$ cat src/rtl/pc_fetch_ctrl.sv
// Fetch PC owner and instruction-memory requester with a single outstanding request.
// Redirects from EX retarget fetch and discard any response that is still in flight.
module pc_fetch_ctrl #(
    parameter int PC_W   = 9,
    parameter int INST_W = 32
) (
    input  logic              clk,
    input  logic              reset,
    input  logic              redirect_valid,
    input  logic [31:0]       redirect_pc,
    input  logic              stall,
    output logic              imem_req,
    output logic [PC_W-1:0]   imem_addr,
    input  logic              imem_gnt,
    input  logic              imem_rvalid,
    input  logic [INST_W-1:0] imem_rdata,
    output logic              if_valid,
    output logic [PC_W-1:0]   if_pc,
    output logic [INST_W-1:0] if_inst,
    output logic              flush
);

    typedef enum logic {
        S_FETCH = 1'b0,
        S_WAIT  = 1'b1
    } state_e;

    state_e              state_q, state_d;
    logic [PC_W-1:0]     fetch_pc_q, fetch_pc_d;
    logic [PC_W-1:0]     inflight_pc_q, inflight_pc_d;
    logic                kill_q, kill_d;
    logic                if_valid_q, if_valid_d;
    logic [PC_W-1:0]     if_pc_q, if_pc_d;
    logic [INST_W-1:0]   if_inst_q, if_inst_d;

    logic                slot_free;
    logic                fire;
    logic [PC_W-1:0]     redirect_target;
    logic                unused_redirect_bits;

    // Only the word-aligned low bits of the target address the instruction memory.
    assign redirect_target      = {redirect_pc[PC_W-1:2], 2'b00};
    assign unused_redirect_bits = ^{redirect_pc[31:PC_W], redirect_pc[1:0]};
    assign fire                 = imem_req && imem_gnt;

    // NOTE: sequential state uses non-blocking assignments so every flop samples pre-edge values.
    always_ff @(posedge clk) begin
        if (reset) begin
            state_q <= S_FETCH;
        end else begin
            state_q <= state_d;
        end
    end

    always_ff @(posedge clk) begin
        if (reset) begin
            fetch_pc_q    <= '0;
            inflight_pc_q <= '0;
            kill_q        <= 1'b0;
            if_valid_q    <= 1'b0;
            if_pc_q       <= '0;
            if_inst_q     <= '0;
        end else begin
            fetch_pc_q    <= fetch_pc_d;
            inflight_pc_q <= inflight_pc_d;
            kill_q        <= kill_d;
            if_valid_q    <= if_valid_d;
            if_pc_q       <= if_pc_d;
            if_inst_q     <= if_inst_d;
        end
    end

    // NOTE: every signal gets a hold default first, so no path through this block infers a latch.
    always_comb begin
        state_d       = state_q;
        fetch_pc_d    = fetch_pc_q;
        inflight_pc_d = inflight_pc_q;
        kill_d        = kill_q;
        if_valid_d    = if_valid_q;
        if_pc_d       = if_pc_q;
        if_inst_d     = if_inst_q;

        if (if_valid_q && !stall) begin
            if_valid_d = 1'b0;
        end

        case (state_q)
            S_FETCH: begin
                if (fire) begin
                    inflight_pc_d = fetch_pc_q;
                    fetch_pc_d    = fetch_pc_q + PC_W'(4);
                    kill_d        = redirect_valid;
                    state_d       = S_WAIT;
                end
            end
            S_WAIT: begin
                if (imem_rvalid) begin
                    state_d = S_FETCH;
                    kill_d  = 1'b0;
                    if (!kill_q && !redirect_valid) begin
                        if_inst_d  = imem_rdata;
                        if_pc_d    = inflight_pc_q;
                        if_valid_d = 1'b1;
                    end
                end else if (redirect_valid) begin
                    kill_d = 1'b1;
                end
            end
            default: state_d = S_FETCH;
        endcase

        // The target overrides any increment made by a grant in the same cycle.
        if (redirect_valid) begin
            fetch_pc_d = redirect_target;
            if_valid_d = 1'b0;
        end
    end

    always_comb begin
        slot_free = !if_valid_q || !stall;
        imem_req  = !reset && (state_q == S_FETCH) && slot_free;
        imem_addr = fetch_pc_q;
        flush     = redirect_valid;
        if_valid  = if_valid_q;
        if_pc     = if_pc_q;
        if_inst   = if_inst_q;
    end

endmodule
$ cat config.mk
export PLATFORM = sky130hd
export DESIGN_NAME = pc_fetch_ctrl
export DESIGN_NICKNAME = d
export VERILOG_FILES = /design/src/rtl/pc_fetch_ctrl.sv
export SDC_FILE = /design/constraint.sdc
export NUM_CORES = 1
export LEC_CHECK = 0
export BUFFER_PORTS_ARGS = -buffer_cell sky130_fd_sc_hd__buf_2
export CORE_MARGIN = 3
export CORE_UTILIZATION = 44
export DETAILED_ROUTE_END_ITERATION = 16
export HOLD_SLACK_MARGIN = 0.15
export PLACE_DENSITY = 0.88
export SLEW_MARGIN = 20
export SYNTH_ARGS = -nofsm -noshare
export SYNTH_HDL_FRONTEND = slang
export SYNTH_SLANG_ARGS = --single-unit
$ cat constraint.sdc
create_clock -name clk -period 1.9 [get_ports clk]
set_input_delay 0.095 -clock clk [delete_from_list [all_inputs] [get_ports clk]]
set_output_delay 0.095 -clock clk [all_outputs]
set_load 0.03 [all_outputs]
==> metrics <==
hold path depth 3; kind of path behind the tightest hold check in2reg; clock sink count 56; antenna-violating nets left 0; number of buffers added on ports between 90 and 100; Die ar. just under 6000 um2; total grt overflow 0; r2r startpoint imem_addr[2]$_SDFFE_PP0P_; Vert. Die Dim 76.6 um; leak pwr 1.35 nW; Cell Count, Final, Fillers Out 469; Final Hold Vio Count 0; gpl congestion between 0.7 and 0.8; n_diodes 0; CP Class in2out; Avg Cell Area, Syn 7.97 um2; layout overhead on the synthesized area 46.1%; setup slack of the critical path after layout 0.0812 ns; number of vias in the routed layout 2351; sequential-to-total area share from yosys stat 51.2%; clock transition time at the flip-flop clock pins of the worst setup and hold paths approximately 0.1 ns; flip-flop and latch count after synthesis 56; compound-cell area share of the yosys netlist 18.8%; Clock Path Buffers 2; global-route usage over all layers a little over a fifth; multiplexer share of the synthesized area 0%; adder-cell area share of the yosys netlist less than 1%; final worst hold slack 0.176 ns; via-per-instance ratio 5.01; setup-violating endpoint count in the final report 0; gate count of the mapped netlist 275; starting density of the core 46.1%; post-route cell area 3200 um2; number of iterations in the first detailed-routing pass 4; commonest cells in the synthesized netlist nand2_1 (82), dfxtp_1 (56), a21oi_1 (50), clkbuf_1 (15), o21ai_0 (13); result of the run finished, final reports clean; data arrival time of the critical path 1.72 ns; half-perimeter wire length of the detailed placement result 3740 um; instance count after placement with tap cells included 419; Avg WL per Cell between 10 and 15 um; post-synthesis cell area ~2200 um2; worst slack after detailed placement 0.186 ns; setup slack of the most critical reg-to-reg path 0.12 ns; Post-route DRC 0; simple-gate area share of the yosys netlist 23.1%; worst hold endpoint inflight_pc_q[4]$_SDFFE_PP0P_; layout cell share with drive strength beyond 1 27.1%; I/O pin count 123; Final #Nets between 400 and 500; worst vdd rail ir drop around 0.6 mV; CTS Buf Count 5; most frequently used cell type in the post-synthesis netlist nand2_1; Crit Reg-Reg Endpoint imem_addr[8]$_SDFFE_PP0P_; top post-synthesis cells by area dfxtp_1 (51%), nand2_1 (14%), a21oi_1 (11%), o21ai_0 (3.0%), clkbuf_1 (2.6%); Critical Path RT 1.80 ns; startpoint type of the worst setup path input pin; # Post-CTS Setup Buffers 0; Max Fclk ~550 MHz; Post-Route Setup TNS 0 ns; power density normalized to cell area approximately 690 nW/um2; Post-Place Cell Area 2690 um2; Min Clock Period, post-route 1.82 ns; Fin Clk Skew 0.0123 ns; proportion of netlist area held by the largest area contributor 51.2%; endpoint class of the critical path primary output; Site Rows 25; portion of the clock cycle consumed by the worst path in the final layout 95.7%; worst reg2reg path depth 4; maximum number of pins on one net before global-route repair 35; Root Driver clkbuf_8; total length of routed wires ~6000 um; Post-synth EDFFs 0; main combinational cell family by area after synthesis simple AND/OR/NAND/NOR gates; Yosys Warn Count 0; hold path startpoint imem_gnt; global-route wire length before repair 10500 um; CORE AREA 4750 um2; leading register cell type out of synthesis dfxtp_1; Synth Area in XOR/XNOR 0%; unrepaired setup endpoints after global routing no; max-cap violation count 0; H-Tree Level Count 2; clk_lat worst skew slightly above 0.3 ns; via count of the first global-routing pass 2333; horizontal die dimension 76.6 um; Worst setup startpoint reset; antenna violations before repair 0; async set-or-reset flop fraction in the synthesized netlist 0%; CTS tree yes; dominant cell type by area after synthesis dfxtp_1; crit-path max FO 22; DRT iter0 DRCs 136; synth unique cells 30; count of final max-slew check failures 0
## sequential cells by signal, indices dropped and copies added, names as in the netlist
signal / flops
inflight_pc_q: 7
state_q: 1
imem_addr: 7
if_inst: 32
kill_q: 1
if_valid: 1
if_pc: 7
## power breakdown
part	internal [mW]	total, mW	switching (mW)
sequential	1.20	1.23	0.0266
clock	0.297	0.670	0.373
combinational	0.145	0.322	0.177
## critical path, stage by stage
cell           delay [ns]
dlygate4sd3_1        0.55
buf_2                0.16
a211o_2              0.47
inv_2                0.21
buf_2                0.23
## area by class of cell
cell class                 count  area [um2]
fill                         411        1550
sequential                    56        1120
multi-input combinational    194         948
timing repair buffer         141         943
clock buffer                   7        86.3
tap                           67        83.8
inverter                       3        11.3
clock inverter                 1        7.51
## cells in the final DEF (no fill, tap or decap), types with 3 or more instances in the layout
cell type and instances:
dfxtp_1 56, a21oi_1 50, nand3_1 9, buf_2 93, o21ai_0 13, conb_1 4, nor2_1 6, nand2_1 82
clkbuf_8 6, buf_4 5, o211ai_1 3, a311oi_1 5, nand4_1 3, dlygate4sd3_1 42, or3_1 4
## worst max path at each step
stage                                     end  cells past startpoint
floorplan           imem_addr[8]$_SDFFE_PP0P_                      4
global placement    imem_addr[8]$_SDFFE_PP0P_                      4
finish                               imem_req                      5
detailed placement  imem_addr[8]$_SDFFE_PP0P_                      4
CTS                                  imem_req                      5
global route        imem_addr[8]$_SDFFE_PP0P_                      4
## timing repair
| item | 4_1_cts | 5_1_grt |
|---|---|---|
| hold buffers | 42 | 0 |
| resized for setup | 0 | 1 |
| endpoints found under the hold margin | 42 | 0 |
| setup endpoints to repair | 0 | 1 |
## stage by stage
step                util (%)  power, mW
global placement        56.5       1.50
floorplan                  -       1.41
finish                  67.3       2.22
global route            67.3       2.32
CTS                     67.3       2.23
detailed placement      56.5       1.50
## logic make-up (layout without fill, tap and decap cells)
logic type,count (synthesis),after routing
adders and majority gates,1,1
buffers and inverters,28,152
AOI/OAI and AO/OA,75,75
DFF,56,56
other,1,4
and+or+nand+nor,114,114
## per-layer routing
| layer | routed length (um) | GRT usage, % | up-vias |
|---|---|---|---|
| met2 | 3180 | 38.7 | 88 |
| met3 | 349 | 4.61 | 18 |
| met5 | 0 | 0 | - |
| li1 | - | - | 1176 |
| met4 | 176 | 11.2 | 0 |
| met1 | 2440 | 24.1 | 1069 |
Note: power is estimated with default switching activity, not from simulation.
